<file path="src/rtl/uart_tx.sv">
// uart_tx: asynchronous serial transmitter.
// Accepts a parallel word over a valid/ready handshake and shifts it out
// LSB-first as start / data / optional parity / stop bits on a single line.
// All outputs come straight from flops; bit timing comes from a cycle counter.
module uart_tx #(
    parameter int CLKS_PER_BIT = 868,
    parameter int DATA_BITS    = 8,
    parameter int PARITY       = 0
) (
    input  logic                 clk,
    input  logic                 rst,
    input  logic [DATA_BITS-1:0] data_in,
    input  logic                 valid,
    output logic                 ready,
    output logic                 tx,
    output logic                 busy
);

    localparam int BAUD_W = (CLKS_PER_BIT > 1) ? $clog2(CLKS_PER_BIT) : 1;
    localparam int CNT_W  = (DATA_BITS > 1) ? $clog2(DATA_BITS) : 1;

    localparam logic [BAUD_W-1:0] BAUD_LAST = BAUD_W'(CLKS_PER_BIT - 1);
    localparam logic [BAUD_W-1:0] BAUD_ONE  = BAUD_W'(1);
    localparam logic [CNT_W-1:0]  BIT_LAST  = CNT_W'(DATA_BITS - 1);
    localparam logic [CNT_W-1:0]  CNT_ONE   = CNT_W'(1);

    typedef enum logic [2:0] {
        ST_IDLE,
        ST_START,
        ST_DATA,
        ST_PAR,
        ST_STOP
    } state_t;

    state_t               state;
    state_t               state_n;
    logic [DATA_BITS-1:0] shift_reg;
    logic [DATA_BITS-1:0] shift_n;
    logic [CNT_W-1:0]     bitcnt;
    logic [CNT_W-1:0]     bitcnt_n;
    logic [BAUD_W-1:0]    baud;
    logic [BAUD_W-1:0]    baud_n;
    logic                 par_bit;
    logic                 par_n;
    logic                 baud_last;
    logic                 tx_n;
    logic                 ready_n;
    logic                 busy_n;

    // State, datapath and output registers; reset idles the line high at once.
    always_ff @(posedge clk or posedge rst) begin
        if (rst) begin
            state     <= ST_IDLE;
            shift_reg <= '0;
            bitcnt    <= '0;
            baud      <= '0;
            par_bit   <= 1'b0;
            tx        <= 1'b1;
            ready     <= 1'b0;
            busy      <= 1'b0;
        end else begin
            state     <= state_n;
            shift_reg <= shift_n;
            bitcnt    <= bitcnt_n;
            baud      <= baud_n;
            par_bit   <= par_n;
            tx        <= tx_n;
            ready     <= ready_n;
            busy      <= busy_n;
        end
    end

    // Next-state and datapath updates; outputs are decoded from the next
    // state so that tx/ready/busy land in flops with no input-to-output path.
    always_comb begin
        state_n   = state;
        shift_n   = shift_reg;
        bitcnt_n  = bitcnt;
        baud_n    = baud;
        par_n     = par_bit;
        baud_last = (baud == BAUD_LAST);
        tx_n      = 1'b1;
        ready_n   = 1'b0;
        busy_n    = 1'b1;

        case (state)
            ST_IDLE: begin
                baud_n = '0;
                if (valid && ready) begin
                    shift_n  = data_in;
                    par_n    = (PARITY == 2) ? ~(^data_in) : (^data_in);
                    bitcnt_n = '0;
                    state_n  = ST_START;
                end
            end
            ST_START: begin
                if (baud_last) begin
                    baud_n  = '0;
                    state_n = ST_DATA;
                end else begin
                    baud_n = baud + BAUD_ONE;
                end
            end
            ST_DATA: begin
                if (baud_last) begin
                    baud_n   = '0;
                    shift_n  = {1'b0, shift_reg[DATA_BITS-1:1]};
                    bitcnt_n = bitcnt + CNT_ONE;
                    if (bitcnt == BIT_LAST) begin
                        if (PARITY != 0) begin
                            state_n = ST_PAR;
                        end else begin
                            state_n = ST_STOP;
                        end
                    end
                end else begin
                    baud_n = baud + BAUD_ONE;
                end
            end
            ST_PAR: begin
                if (baud_last) begin
                    baud_n  = '0;
                    state_n = ST_STOP;
                end else begin
                    baud_n = baud + BAUD_ONE;
                end
            end
            ST_STOP: begin
                if (baud_last) begin
                    baud_n  = '0;
                    state_n = ST_IDLE;
                end else begin
                    baud_n = baud + BAUD_ONE;
                end
            end
            default: begin
                state_n = ST_IDLE;
            end
        endcase

        case (state_n)
            ST_IDLE: begin
                busy_n  = 1'b0;
                ready_n = 1'b1;
            end
            ST_START: tx_n = 1'b0;
            ST_DATA:  tx_n = shift_n[0];
            ST_PAR:   tx_n = par_n;
            default:  tx_n = 1'b1;
        endcase
    end

endmodule
</file>
<file path="config.mk">
export PLATFORM = sky130hd
export DESIGN_NAME = uart_tx
export DESIGN_NICKNAME = d
export VERILOG_FILES = /design/src/rtl/uart_tx.sv
export SDC_FILE = /design/constraint.sdc
export NUM_CORES = 1
export LEC_CHECK = 0
export BUFFER_PORTS_ARGS = -buffer_cell sky130_fd_sc_hd__buf_2
export CAP_MARGIN = 10
export CORE_MARGIN = 4
export CORE_UTILIZATION = 50
export CTS_CLUSTER_SIZE = 8
export DETAILED_ROUTE_END_ITERATION = 8
export HOLD_SLACK_MARGIN = 0.06
export PLACE_DENSITY = 0.69
export SLEW_MARGIN = 5
export SYNTH_ARGS = -nofsm -noshare
export SYNTH_HDL_FRONTEND = slang
export SYNTH_SLANG_ARGS = --single-unit
export TNS_END_PERCENT = 1
</file>
<file path="constraint.sdc">
create_clock -name clk -period 6.1 [get_ports clk]
set_input_delay 0.305 -clock clk [delete_from_list [all_inputs] [get_ports clk]]
set_output_delay 0.305 -clock clk [all_outputs]
set_load 0.02 [all_outputs]
</file>
==> results.md, run 1 <==
* Via-per-instance ratio at 5.65
* IO buf count at 13
* Clock latency on the worst-skew pair at 0.33 ns
* Clock skew after layout at 0.00745 ns
* Initial Utilization at 52.1%
* CP max stage delay at 0.56 ns
* Layout cell share with drive strength beyond 1 at 15.8%
* Synth Net Count at 159
* Drt pass-1 iters at 4
* Relative slew slack at 32.7%
* Largest net degree at the start of global routing at 29
* Total CTS buffers at 3
* Vias after detailed routing at 1067
* Yosys Warn Count at 0
* First-pass GRT wire length at 4630 um
* Final worst setup slack at 3.86 ns
* Sequential area share after synthesis at 48.9%
* Multi-input gate area at 703 um^2
* Placement Setup Slack at 3.88 ns
* Post-CTS Setup Bufs at 0
* Ys flop type: dfrtp_1
* Fin nets at 173
* Max frequency at 0.446 GHz
* Routed wire length per instance at 13.9 um
* Hold Path Class: input pin to asynchronous set/reset pin
* CTS tree: done
* Syn_area_per_cell at 9.91 um^2
* Peak VDD IR at 0.115 mV
* Clock transition at path regs at 0.15 ns
* Critical-path cell list: nor3b_1 -> nor4b_4 -> nor2_1 -> mux2_2
* Clock Path Buffers at 2
* Crit path max fanout at 12
* Tmin final at 2.24 ns
* RR Startpoint: state[2]
* Fin. Hold Viols at 0
* Root Buffer: clkbuf_4
* Die width at 61.6 um
* Status: finished, final reports clean
* Worst slew pin tran at 1.01 ns
* Worst Path Arrival at 2.47 ns
* FF+latch area at 702 um^2
* Post-route ant nets at 0
* RSZ-0062 raised after global routing: false
* DIE AREA at 3790 um^2
* Final TNS setup at 0 ns
* Critical-path top delay cell: nor4b_4
* Critical Path Source Type: register
* Grt total ovfl at 0
* Core area at 2760 um^2
* Fin crit share at 36.8%
* DRC at 0
* Number of global-route vias before repair at 1011
* FFs w/ async S/R, synth at 100%
* Fin util at 56.6%
* Row cnt at 19
* DP HPWL at 1920 um
* Max reg flops at 10
* 1st-iter DRT viols at 69
* Count of pins over their slew limit at 0
* R2R setup slack at 3.86 ns
* Total inserted antenna cells at 0
* Worst r2r path cells at 4
* TritonCTS Sinks at 28
* Final Wtd Congestion at 0.978
* Post-Syn Area at 1440 um^2
* Crit. End Element: register
* Setup CP Type: register to register
* Fillers at 246
* Io pins at 14
* Commonest non-fill, non-tap cells in the layout: nand2_1 (27), dfrtp_1 (27), o21ai_0 (13), buf_2 (13), xnor2_1 (8)
* EDFF count, synth at 0
* FF+latch count, synth at 28
* Die height at 61.6 um
* Reg-to-reg endpoint: bitcnt[0]
* Drt total wl at 2640 um
* Setup violators final at 0
* Area delta synth->final at 8.62%
* Resized cells post-CTS at 0
* Post-route cell area at 1560 um^2
* Leak at 0.739 nW
* Max-cap violations at 0
* Placed cell areas at 1520 um^2
* Cell variety after synth at 38
* Antenna violations before repair at 0
* Worst Path Required at 6.33 ns
* Post-CTS Hold Fix Bufs at 0
* Post-Synthesis Cells at 145
* Pwr dens at 187 nW/um^2
* Global Route Usage Sum at 16.2%
* H-tree levels at 1
==> Yosys cell counts, types with 4 or more instances <==
library cell  instances  share of area (%)
a22oi_1               7                3.7
o31ai_1               6                3.1
inv_1                 4                1.0
nor2_1                6                1.6
xnor2_1               8                4.9
dfrtp_1              27                 47
o21ai_0              13                4.5
nand2_1              27                7.1
==> kinds of logic (layout without fill, tap and decap cells) <==
logic type / Yosys count / after routing / share of synthesized area [%]
compound gates: 34 / 34 / 16.1
xor+xnor: 9 / 9 / 5.49
fa+ha+maj: 3 / 3 / 2.61
buf+inv: 8 / 21 / 2.18
flops: 28 / 28 / 48.9
mux: 1 / 1 / 0.784
simple gates: 62 / 62 / 24.0
==> final cells by class <==
class | count | area share, %
flip-flops and latches | 28 | 45.0
repair buffers | 13 | 4.17
clock buffers | 4 | 2.33
inverters | 4 | 0.962
multi-input cells | 109 | 45.1
well taps | 31 | 2.49
==> power by group <==
part	internal [W]	switching, W	leakage (nW)
logic	0.00000740	0.00000849	0.355
clock network	0.0000366	0.0000535	0.0210
registers	0.000186	0	0.363
==> critical path: cells and delay by family, from the launching register on <==
kind / cells / cell delay [ns]
AND/OR/NAND/NOR: 3 / 1.31
flip-flops: 1 / 0.49
multiplexers: 1 / 0.34
==> per-stage QoR <==
| stage | instances | total power [W] | hold slack [ns] |
|---|---|---|---|
| after floorplan | 145 | 0.000200 | 0.370 |
| after global placement | 185 | 0.000205 | 0.463 |
| after detailed placement | 185 | 0.000206 | 0.469 |
| after CTS | 189 | 0.000297 | 0.212 |
| after global routing | 189 | 0.000307 | 0.220 |
| final | 189 | 0.000292 | 0.188 |
==> per-layer routing <==
metal | part of all wire (%) | track usage [%]
met5 | 0 | 0
met4 | 1.7 | 7.58
met3 | 3.3 | 2.52
met2 | 44 | 23.3
met1 | 50 | 23.7
==> how the worst max path moves through the flow <==
stage,start,endpoint,slack (ns)
6_report,state[2],bitcnt[0],3.86
5_1_grt,state[2],bitcnt[0],3.60
4_1_cts,state[2],bitcnt[0],3.85
3_5_place_dp,state[2],bitcnt[0],3.88
3_3_place_gp,baud[7],bitcnt[0],3.97
2_1_floorplan,baud[7],tx,4.16
No activity file was read; power rests on OpenSTA's default activity.
==> run 2: changes to the inputs <==
- ABC_AREA: default -> 1
- clock period: 6.1 -> 2.25 ns (I/O delays scaled with it)
==> results.md, run 2 <==
* Post-CTS Hold Fix Bufs at 1 (+1)
* Ys flop type: dfrtp_1
* Worst r2r path cells at 8 (+4)
* EDFF count, synth at 0 (unchanged)
* Synth top area share at 40.5% (-6.5 points)
* R2R setup slack at 0.35 ns (-3.50 ns)
* Syn_area_per_cell at 7.38 um^2 (-26%)
* Via-per-instance ratio at 4.91 (-13%)
* Die width at 65.8 um (+6.7%)
* Largest net degree at the start of global routing at 29 (unchanged)
* Logic pwr share at 25.9% (+21 points)
* Clock latency on the worst-skew pair at 0.33 ns (about the same)
* Sw Share at 34.2% (+13 points)
* Clock skew after layout at 0.0194 ns (+0.0120 ns)
* TritonCTS Sinks at 28 (unchanged)
* Global Route Usage Sum at 16.6% (+0.37 points)
* Max-cap violations at 0 (unchanged)
* RR Startpoint: baud[0]
* Cell variety after synth at 29 (-24%)
* Relative slew slack at 63.7% (+31 points)
* Adder-Cell Fraction of Synth Area at 2.25% (-0.36 points)
* Post-route cell area at 1820 um^2 (+17%)
* Post-synthesis mux area share at 0% (-0.78 points)
* Fillers at 297 (+21%)
* IO buf count at 13 (unchanged)
* Sequential area share after synthesis at 42.1% (-6.8 points)
* DRC at 0 (unchanged)
* Status: finished, final reports clean
* Synth Area in Simple Gates at 35.3% (+11 points)
* Count of pins over their slew limit at 0 (unchanged)
* Post-route ant nets at 0 (unchanged)
* Final Power at 0.00128 W (+340%)
* Post-Syn Area at 1670 um^2 (+16%)
* Vias after detailed routing at 1414 (+33%)
* Most common cell in the synthesized netlist: nand2_1
* Peak VDD IR at 0.315 mV (+170%)
* Reg-to-reg endpoint: shift_reg[4]
* WHS at 0.0743 ns (-0.114 ns)
* Grt total ovfl at 0 (unchanged)
* Most frequent cells after synthesis: nand2_1 (82), dfrtp_1 (27), inv_1 (27)
* Initial Utilization at 53.3% (+1.2 points)
* 1st-iter DRT viols at 72 (+4.3%)
* Total CTS buffers at 3 (unchanged)
* Largest family of logic cells by synthesized area: simple AND/OR/NAND/NOR gates
* Reg power frac at 57.5% (-6.2 points)
* Yosys Warn Count at 0 (unchanged)
* End of the critical path: shift_reg[4]
* Synth Net Count at 240 (+51%)
* Top post-synthesis cells by area: dfrtp_1 (41%), nand2_1 (18%), inv_1 (6.1%), nand3_1 (3.9%), nor2_1 (3.6%)
* Layout cell share with drive strength beyond 1 at 16.4% (+0.57 points)
* Worst slew pin tran at 0.544 ns (-0.464 ns)
* FF+latch count, synth at 28 (unchanged)
* H-tree levels at 1 (unchanged)
* Fin. Hold Viols at 0 (unchanged)
* Resized cells post-CTS at 0 (unchanged)
* DP HPWL at 2410 um (+25%)
* Placement Setup Slack at 0.412 ns (-3.47 ns)
* Routed wire length per instance at 10.6 um (-24%)
* Antenna violations before repair at 0 (unchanged)
* Max reg flops at 10 (unchanged)
* Final Wtd Congestion at 0.821 (-16%)
* Synth area leader: dfrtp_1
* Hold Path Class: input pin to register
* Clock Path Buffers at 2 (unchanged)
* FFs w/ async S/R, synth at 100% (unchanged)
* Crit path from: baud[0]
* CTS tree: done
* Pwr dens at 705 nW/um^2 (+280%)
* Area delta synth->final at 9.15%
* Die height at 65.8 um (+6.7%)
* Sw Pwr at 0.000439 W (+610%)
* Root Buffer: clkbuf_4
* Leak at 0.932 nW (+26%)
* Crit path max fanout at 13 (+1)
* Placed cell areas at 1780 um^2 (+17%)
* Final TNS setup at 0 ns (unchanged)
* Clock transition at path regs at 0.16 ns (about the same)
* Clock power frac at 16.7% (-14 points)
* Crit. End Element: register
* RSZ-0062 raised after global routing: false
* XOR/XNOR share of the synthesized area at 1.58% (-3.9 points)
* Total inserted antenna cells at 0 (unchanged)
* Number of global-route vias before repair at 1287 (+27%)
* Most common cell after layout, fill and taps aside: nand2_1
* Drt pass-1 iters at 4 (unchanged)
* Io pins at 14 (unchanged)
* Worst Path Required at 2.49 ns (-3.84 ns)
* Int Pwr at 0.000845 W (+270%)
* Setup violators final at 0 (unchanged)
* First-pass GRT wire length at 5690 um (+23%)
* Core area at 3130 um^2 (+13%)
* Final worst setup slack at 0.353 ns (-3.50 ns)
* Commonest non-fill, non-tap cells in the layout: nand2_1 (82), inv_1 (27), dfrtp_1 (27)
* DIE AREA at 4320 um^2 (+14%)
* Fin nets at 259 (+50%)
* Worst Path Arrival at 2.14 ns (-0.33 ns)
* Fin crit share at 84.3% (+48 points)
* Critical Path Source Type: register
* Drt total wl at 3050 um (+16%)
* Post-CTS Setup Bufs at 0 (unchanged)
* Worst Hold Path Cells at 3
* Post-Synthesis Cells at 226 (+56%)
* Tmin final at 1.90 ns (-0.346 ns)
* Max frequency at 0.527 GHz (+18%)
* Row cnt at 20 (+1)
* Setup CP Type: register to register
* Synth Area in Compound Gates at 10.4% (-5.7 points)
[run 2: how the worst min path moves through the flow]
stage | startpoint | endpoint | slack (ns)
after floorplan | rst | baud[0] | 0.18
after global placement | rst | baud[9] | 0.19
after detailed placement | rst | baud[5] | 0.19
after CTS | data_in[7] | shift_reg[7] | 0.07
after global routing | data_in[7] | shift_reg[7] | 0.08
final | data_in[7] | shift_reg[7] | 0.07
[run 2: metal layers]
| layer | wire length (um) | GRT usage, % | vias up |
|---|---|---|---|
| li1 | - | - | 755 |
| met1 | 1600 | 25.5 | 623 |
| met2 | 1270 | 24.0 | 32 |
| met3 | 141 | 2.74 | 4 |
| met4 | 31 | 3.89 | 0 |
| met5 | 0 | 0 | - |
[run 2: critical path, stage by stage, from the launching register on]
cell	delay (ns)
dfrtp_1	0.47
ha_1	0.27
nand2_1	0.12
nor2_4	0.06
nand3_4	0.16
nor2_8	0.06
nor2_2	0.43
nand2_1	0.12
o211ai_1	0.10
[run 2: layout make-up]
type,count,area (um^2),share of cell area (%)
Tap cell,44,55.1,3.02
Clock buffer,4,26.3,1.44
Sequential cell,28,702,38.6
Timing Repair Buffer,15,82.6,4.54
Inverter,34,128,7.01
Multi-Input combinational cell,163,827,45.4
[run 2: kinds of logic after synthesis]
group | after synthesis
buffers and inverters | 35
flip-flops | 28
adder cells (fa/ha/maj) | 3
XOR/XNOR | 3
AND/OR/NAND/NOR | 129
AO/OA/AOI/OAI | 28
[run 2: metrics by stage]
step           utilization (%)  instances
5_1_grt                   58.2        288
2_1_floorplan                -        226
6_report                  58.2        288
4_1_cts                   58.2        288
3_5_place_dp              57.0        283
3_3_place_gp              57.0        283
[run 2: power groups by stage]
stage | Sequential [W] | Clock (W) | Combinational (W)
after floorplan | 0.000735 | 0 | 0.000257
after global placement | 0.000746 | 0 | 0.000327
after detailed placement | 0.000743 | 0 | 0.000337
after CTS | 0.000737 | 0.000219 | 0.000336
after global routing | 0.000757 | 0.000246 | 0.000402
final | 0.000738 | 0.000214 | 0.000332
